--- src/rtl/video_pattern_tx_if.sv ---
// rtl/video_pattern_tx_if.sv - video output bundle: syncs, data enable, pixel position and 3-bit RGB
interface video_pattern_tx_if;
    logic        hsync;
    logic        vsync;
    logic        de;
    logic [10:0] col;
    logic [9:0]  row;
    logic [2:0]  rgb;

    modport master (output hsync, vsync, de, col, row, rgb);
    modport slave  (input  hsync, vsync, de, col, row, rgb);
endinterface

--- src/rtl/video_pattern_tx.sv ---
// rtl/video_pattern_tx.sv - 800x600@72 timing generator with 3-bit RGB test patterns; VIDEO_PATTERN_SCROLL_EN scrolls the bars
module video_pattern_tx #(
    parameter int   H_VISIBLE = 800,
    parameter int   H_FRONT   = 56,
    parameter int   H_SYNC    = 120,
    parameter int   H_BACK    = 64,
    parameter int   V_VISIBLE = 600,
    parameter int   V_FRONT   = 37,
    parameter int   V_SYNC    = 6,
    parameter int   V_BACK    = 23,
    parameter logic HS_POL    = 1'b1,
    parameter logic VS_POL    = 1'b1,
    parameter int   BAR_W     = 100
) (
    input  logic                       clock,
    input  logic                       reset,
    input  logic                       enable,
    input  logic [1:0]                 pattern_sel,
    input  logic [2:0]                 solid_rgb,
    video_pattern_tx_if.master         video,
    output logic [7:0]                 frame_count
);

    localparam int H_TOTAL = H_VISIBLE + H_FRONT + H_SYNC + H_BACK;
    localparam int V_TOTAL = V_VISIBLE + V_FRONT + V_SYNC + V_BACK;

    localparam logic [10:0] H_LAST   = 11'(H_TOTAL - 1);
    localparam logic [10:0] H_VIS    = 11'(H_VISIBLE);
    localparam logic [10:0] COL_LAST = 11'(H_VISIBLE - 1);
    localparam logic [10:0] HS_START = 11'(H_VISIBLE + H_FRONT);
    localparam logic [10:0] HS_END   = 11'(H_VISIBLE + H_FRONT + H_SYNC);
    localparam logic [10:0] BAR_LAST = 11'(BAR_W - 1);
    localparam logic [9:0]  V_LAST   = 10'(V_TOTAL - 1);
    localparam logic [9:0]  V_VIS    = 10'(V_VISIBLE);
    localparam logic [9:0]  ROW_LAST = 10'(V_VISIBLE - 1);
    localparam logic [9:0]  VS_START = 10'(V_VISIBLE + V_FRONT);
    localparam logic [9:0]  VS_END   = 10'(V_VISIBLE + V_FRONT + V_SYNC);

    logic [10:0] h_cnt;
    logic [9:0]  v_cnt;
    logic        frame_start;
    logic        line_end;
    logic        frame_end;
    logic        visible;
    logic        hs_win;
    logic        vs_win;

    logic [1:0]  pat_q;
    logic [2:0]  solid_q;
    logic [1:0]  pat_cur;
    logic [2:0]  solid_cur;

    logic [10:0] bar_pix_q;
    logic [2:0]  bar_idx_q;
    logic [10:0] bar_pix_cur;
    logic [2:0]  bar_idx_cur;
    logic [10:0] start_pix;
    logic [2:0]  start_idx;
    logic [13:0] bar_nxt;
    logic [2:0]  pix_rgb;

    // One pixel step of the bar counter: {pixel-within-bar, bar index}, index saturating at 7.
    function automatic logic [13:0] bar_step(input logic [10:0] pix, input logic [2:0] idx);
        if (pix == BAR_LAST) begin
            return {11'd0, (idx == 3'd7) ? idx : idx + 3'd1};
        end
        return {pix + 11'd1, idx};
    endfunction

    assign frame_start = (h_cnt == 11'd0) && (v_cnt == 10'd0);
    assign line_end    = (h_cnt == H_LAST);
    assign frame_end   = line_end && (v_cnt == V_LAST);
    assign visible     = (h_cnt < H_VIS) && (v_cnt < V_VIS);
    assign hs_win      = (h_cnt >= HS_START) && (h_cnt < HS_END);
    assign vs_win      = (v_cnt >= VS_START) && (v_cnt < VS_END);

    always_ff @(posedge clock or posedge reset) begin
        if (reset) begin
            h_cnt <= '0;
            v_cnt <= '0;
        end else if (!enable) begin
            h_cnt <= '0;
            v_cnt <= '0;
        end else if (line_end) begin
            h_cnt <= '0;
            v_cnt <= (v_cnt == V_LAST) ? 10'd0 : v_cnt + 10'd1;
        end else begin
            h_cnt <= h_cnt + 11'd1;
        end
    end

    // The first pixel of a frame uses the inputs directly so a new selection applies from (0,0).
    always_ff @(posedge clock or posedge reset) begin
        if (reset) begin
            pat_q   <= '0;
            solid_q <= '0;
        end else if (enable && frame_start) begin
            pat_q   <= pattern_sel;
            solid_q <= solid_rgb;
        end
    end

    assign pat_cur   = frame_start ? pattern_sel : pat_q;
    assign solid_cur = frame_start ? solid_rgb : solid_q;

    always_ff @(posedge clock or posedge reset) begin
        if (reset) begin
            frame_count <= '0;
        end else if (enable && frame_end) begin
            frame_count <= frame_count + 8'd1;
        end
    end

`ifdef VIDEO_PATTERN_SCROLL_EN
    logic [10:0] offset_q;
    logic [10:0] off_pix_q;
    logic [2:0]  off_idx_q;
    logic [10:0] pos_q;
    logic [10:0] pos_cur;

    // off_pix/off_idx track the bar position of the offset itself, so each line can start without a divider.
    always_ff @(posedge clock or posedge reset) begin
        if (reset) begin
            offset_q  <= '0;
            off_pix_q <= '0;
            off_idx_q <= '0;
        end else if (enable && frame_end) begin
            if (offset_q == COL_LAST) begin
                offset_q  <= '0;
                off_pix_q <= '0;
                off_idx_q <= '0;
            end else begin
                offset_q               <= offset_q + 11'd1;
                {off_pix_q, off_idx_q} <= bar_step(off_pix_q, off_idx_q);
            end
        end
    end

    assign start_pix = off_pix_q;
    assign start_idx = off_idx_q;
    assign pos_cur   = (h_cnt == 11'd0) ? offset_q : pos_q;

    always_ff @(posedge clock or posedge reset) begin
        if (reset) begin
            pos_q <= '0;
        end else if (!enable) begin
            pos_q <= '0;
        end else begin
            pos_q <= (pos_cur == COL_LAST) ? 11'd0 : pos_cur + 11'd1;
        end
    end
`else
    assign start_pix = '0;
    assign start_idx = '0;
`endif

    always_comb begin
        bar_pix_cur = (h_cnt == 11'd0) ? start_pix : bar_pix_q;
        bar_idx_cur = (h_cnt == 11'd0) ? start_idx : bar_idx_q;
        bar_nxt     = bar_step(bar_pix_cur, bar_idx_cur);
`ifdef VIDEO_PATTERN_SCROLL_EN
        if (pos_cur == COL_LAST) begin
            bar_nxt = '0;
        end
`endif
    end

    always_ff @(posedge clock or posedge reset) begin
        if (reset) begin
            bar_pix_q <= '0;
            bar_idx_q <= '0;
        end else if (!enable) begin
            bar_pix_q <= '0;
            bar_idx_q <= '0;
        end else begin
            {bar_pix_q, bar_idx_q} <= bar_nxt;
        end
    end

    always_comb begin
        pix_rgb = 3'b000;
        case (pat_cur)
            2'b00:   pix_rgb = bar_idx_cur;
            2'b01:   pix_rgb = {3{h_cnt[3] ^ v_cnt[3]}};
            2'b10:   pix_rgb = (h_cnt == 11'd0 || h_cnt == COL_LAST ||
                                v_cnt == 10'd0 || v_cnt == ROW_LAST) ? 3'b111 : 3'b000;
            default: pix_rgb = solid_cur;
        endcase
    end

    // All video outputs are registered together so they stay aligned one cycle behind the counters.
    always_ff @(posedge clock or posedge reset) begin
        if (reset) begin
            video.hsync <= ~HS_POL;
            video.vsync <= ~VS_POL;
            video.de    <= 1'b0;
            video.col   <= '0;
            video.row   <= '0;
            video.rgb   <= '0;
        end else if (!enable) begin
            video.hsync <= ~HS_POL;
            video.vsync <= ~VS_POL;
            video.de    <= 1'b0;
            video.rgb   <= '0;
        end else begin
            video.hsync <= hs_win ? HS_POL : ~HS_POL;
            video.vsync <= vs_win ? VS_POL : ~VS_POL;
            video.de    <= visible;
            video.rgb   <= visible ? pix_rgb : 3'b000;
            if (visible) begin
                video.col <= h_cnt;
                video.row <= v_cnt;
            end
        end
    end

endmodule
--- src/flat_wrapper.sv ---
// flat-port wrapper written by rule: the top's interface ports become plain ports
module video_pattern_tx_flat 
#(
    parameter int   H_VISIBLE = 800,
    parameter int   H_FRONT   = 56,
    parameter int   H_SYNC    = 120,
    parameter int   H_BACK    = 64,
    parameter int   V_VISIBLE = 600,
    parameter int   V_FRONT   = 37,
    parameter int   V_SYNC    = 6,
    parameter int   V_BACK    = 23,
    parameter logic HS_POL    = 1'b1,
    parameter logic VS_POL    = 1'b1,
    parameter int   BAR_W     = 100
)
  (clock, reset, enable, pattern_sel, solid_rgb, frame_count, video_hsync, video_vsync, video_de, video_col, video_row, video_rgb);
  video_pattern_tx_if video_i ();
  input  logic clock;
  input  logic reset;
  input  logic enable;
  input  logic [1:0] pattern_sel;
  input  logic [2:0] solid_rgb;
  output logic [7:0] frame_count;
  output wire logic [$bits(video_i.hsync)-1:0] video_hsync;
  output wire logic [$bits(video_i.vsync)-1:0] video_vsync;
  output wire logic [$bits(video_i.de)-1:0] video_de;
  output wire logic [$bits(video_i.col)-1:0] video_col;
  output wire logic [$bits(video_i.row)-1:0] video_row;
  output wire logic [$bits(video_i.rgb)-1:0] video_rgb;
  assign video_hsync = video_i.hsync;
  assign video_vsync = video_i.vsync;
  assign video_de = video_i.de;
  assign video_col = video_i.col;
  assign video_row = video_i.row;
  assign video_rgb = video_i.rgb;
  video_pattern_tx #(.H_VISIBLE(H_VISIBLE), .H_FRONT(H_FRONT), .H_SYNC(H_SYNC), .H_BACK(H_BACK), .V_VISIBLE(V_VISIBLE), .V_FRONT(V_FRONT), .V_SYNC(V_SYNC), .V_BACK(V_BACK), .HS_POL(HS_POL), .VS_POL(VS_POL), .BAR_W(BAR_W)) u_core (.clock(clock), .reset(reset), .enable(enable), .pattern_sel(pattern_sel), .solid_rgb(solid_rgb), .video(video_i), .frame_count(frame_count));
endmodule
--- config.mk ---
export PLATFORM = sky130hd
export DESIGN_NAME = video_pattern_tx_flat
export DESIGN_NICKNAME = d
export VERILOG_FILES = /design/src/rtl/video_pattern_tx_if.sv /design/src/rtl/video_pattern_tx.sv /design/src/flat_wrapper.sv
export SDC_FILE = /design/constraint.sdc
export NUM_CORES = 1
export LEC_CHECK = 0
export CAP_MARGIN = 10
export CORE_AREA = 5 5 93 95
export DETAILED_ROUTE_END_ITERATION = 10
export DIE_AREA = 0 0 98 100
export PLACE_DENSITY = 0.82
export RECOVER_POWER = 25
export SLEW_MARGIN = 20
export SYNTH_ARGS = -nofsm -noshare
export SYNTH_HDL_FRONTEND = slang
export SYNTH_SLANG_ARGS = --single-unit
--- constraint.sdc ---
create_clock -name clock -period 2.76 [get_ports clock]
set_clock_uncertainty 0.1 [all_clocks]
set_input_delay 0.828 -clock clock [delete_from_list [all_inputs] [get_ports clock]]
set_output_delay 0.828 -clock clock [all_outputs]
set_load 0.02 [all_outputs]
==> impl_metrics.tcl <==
set metrics [dict create \
    outcome "finished clean" \
    place_area_sq_mm 0.004267 \
    grt_pass1_vias 2987 \
    die_area_sq_mm 0.009800 \
    synth_seq_cells 75 \
    irDropWorstVdd_mv 0.2243 \
    hold_class "reg2reg" \
    syn_inst 392 \
    fin_setup_tns_ps 0 \
    ant_nets 0 \
    synthTopCellsByArea "dfrtp_1, nand2_1, xnor2_1, nor2_1, ha_1" \
    synth_top_area_share_pct 50.66 \
    num_antenna_cells 0 \
    setup_violations 0 \
    place_congestion 0.9383 \
    grt_overflow 0 \
    viasPerCell 5.552 \
    yosysWarnings 0 \
    async_flop_share_pct 100.0 \
    drive_gt1_share_pct 8.315 \
    synth-compound-area-share_pct 7.734 \
    power_density_mw_per_mm2 517.4 \
    cts_sinks 75 \
    syn_area_sq_mm 0.003705 \
    reg2reg_from "u_core.h_cnt[1]" \
    dpl.hpwl_mm 5.954 \
    rsz0062_at_grt "false" \
    seq_area_frac_synth_pct 50.66 \
    min_period_over_period_pct 92.05 \
    synth_edf_count 0 \
    synth_nets 409 \
    ios 43 \
    cts_made_buffers 9 \
    reg2reg_slack_ps 220 \
    wl_per_cell_um 15.13 \
    core_area_sq_mm 0.007647 \
    placementRows 32 \
    grt_max_degree 76 \
    p_total_w 0.002319 \
    period_minus_slack_ps 2540 \
    cap_viol_max_count 0 \
    grt_pass1_wl_mm 14.17 \
    io_buffers 42 \
    drt-total-wl_mm 8.274 \
    finalNetCount 457 \
    drt_iter0_markers 176 \
    critical_path_class "reg2reg" \
    hold_path.startpoint "u_core.frame_count[7]" \
    initial_utilization_pct 48.45 \
    muxShareOfSynthArea_pct 1.824 \
    root_buffer "clkbuf_8" \
    cts-resized-gates 0 \
    startpoint "u_core.h_cnt[1]" \
    synth_top_family_by_area "simple AND/OR/NAND/NOR gates" \
    hold_violations 0 \
    synthSimpleGateAreaFrac_pct 25.63 \
    n_fill_cell 640 \
    path_clk_slew_ps 70 \
    clock_tree.buffer_depth 2 \
    cp-start-kind "flip-flop" \
    dp_slack_ps 198.9 \
    ctsHoldBuffers 0 \
    die_w_um 98 \
    drcViolationCount 0 \
    fin_hold_ws_ps 375.9 \
    fmax_mhz 393.6 \
    end_kind "flip-flop" \
    yosysUniqueCellTypes 46 \
    critPathRequiredTime_ps 2930 \
    slew_violations 0 \
    dieHeight_um 100 \
    htree_levels 3 \
    tritoncts "built" \
    worstPathArrival_ps 2710 \
    clkLatencyLatePin_ps 350 \
    area_growth_pct 20.97 \
    grtUsageTotal_pct 17.92 \
    cp_max_fo 20 \
    synthXorXnorAreaFrac_pct 7.092 \
    synth_top_cell_by_area "dfrtp_1" \
    postLayoutCellArea_sq_mm 0.004482 \
    antenna_found_initial 0 \
    worst_slack_ps 219.6 \
    tightestPinTransition_ps 993.0 \
    synthAdderAreaFrac_pct 3.040 \
    post_cts_buffers 0 \
    p_leak_nw 2.001 \
    avgSynthCellArea_sq_um 9.451 \
    max_slew_margin_pct 33.80 \
    synth_ff_type "dfrtp_1" \
    num_vias 3037 \
    firstDrtPassIters 5 \
]
-- logic make-up (layout without fill, tap and decap cells) --
family                     count (synthesis)  after routing
AOI/OAI and AO/OA                         47             47
muxes                                      6              6
buffers and inverters                     31             84
DFF                                       75             75
and+or+nand+nor                          194            194
adders and majority gates                  9              9
xor gates and xnor gates                  30             30
-- sequential cells by signal, summed over array words and instances (netlist names) --
name                cells
u_core.video.row       10
u_core.pat_q            2
u_core.bar_idx_q        3
u_core.h_cnt           11
u_core.video.col       11
u_core.video.vsync      1
u_core.video.hsync      1
u_core.v_cnt           10
u_core.frame_count      8
u_core.video.rgb        3
u_core.bar_pix_q       11
u_core.solid_q          3
u_core.video.de         1
-- placed cells by master (no fill, tap or decap), types with 5 or more instances in the layout --
cell type / count
dfrtp_1: 75
and2_1: 8
mux2_1: 5
a21oi_1: 7
clkbuf_8: 11
xnor2_1: 18
nand3_1: 15
xor2_1: 12
and3_1: 8
nand4_1: 14
nor3_1: 7
inv_1: 12
buf_4: 12
nand2_1: 76
ha_1: 9
nor2_1: 38
o21ai_0: 19
or3_1: 6
clkdlybuf4s50_1: 41
-- metal layers --
metal / up-vias / wire length [um] / track usage (%) / part of all wire (%)
li1: 1429 / - / - / -
met1: 1465 / 3372 / 22.25 / 41
met2: 112 / 4233 / 29.79 / 51
met3: 31 / 392 / 2.849 / 4.7
met4: 0 / 277 / 10.33 / 3.3
met5: - / 0 / 0 / 0
-- final cells by class --
cell class,instances,area [sq um],area share [%]
Multi-Input combinational cell,286,1679,37.47
Clock inverter,4,72.57,1.619
Inverter,13,52.55,1.173
Clock buffer,12,155.1,3.462
Timing Repair Buffer,55,518.0,11.56
Tap cell,102,127.6,2.848
Sequential cell,75,1877,41.88
-- power by group --
| part | internal, W | leakage (nW) | switching, W |
|---|---|---|---|
| clock | 0.000557 | 0.113 | 0.000400 |
| sequential | 0.00113 | 1.02 | 0.0000268 |
| combinational | 0.0000803 | 0.864 | 0.000120 |
| total | 0.00177 | 2.00 | 0.000547 |
-- final timing paths --
path	depth (start not counted)	end
max reg2reg	11	u_core.bar_idx_q[0]
min	1	u_core.frame_count[7]
min reg2reg	1	u_core.frame_count[7]
max	11	u_core.bar_idx_q[0]
max in group asynchronous	3	u_core.frame_count[7]
min in group asynchronous	3	u_core.solid_q[1]
-- per-stage QoR --
stage | util (%) | std cells
finish | 58.61 | 547
global route | 58.61 | 547
CTS | 58.77 | 547
detailed placement | 55.79 | 531
global placement | 55.79 | 531
floorplan | - | 392
-- synthesized netlist by cell type (2+ instances only) --
library cell   n
a21o_1         2
a21oi_1        7
a31oi_1        2
and2_1         8
and3_1         8
buf_2         11
buf_6          2
clkbuf_1       4
dfrtp_1       75
ha_1           9
inv_1         13
mux2_1         5
nand2_1       76
nand3_1       15
nand4_1       14
nor2_1        38
nor3_1         7
nor3_2         3
nor3b_1        3
nor4_1         3
o2111ai_1      2
o211ai_1       2
o21ai_0       19
o21ai_1        4
o31ai_1        4
or2_2          2
or3_1          6
or4_1          2
xnor2_1       18
xor2_1        12
-- worst max-delay path, cell delays in order, from the launching register on --
cell and delay [ps]:
dfrtp_1 440, inv_1 110, ha_1 170, nor4b_2 270
nand3_1 170, buf_4 240, and2_1 190, ha_1 230
and2_1 180, o21ai_0 140, nand2_1 70, o211ai_1 150
No activity file was read; power rests on OpenSTA's default activity.
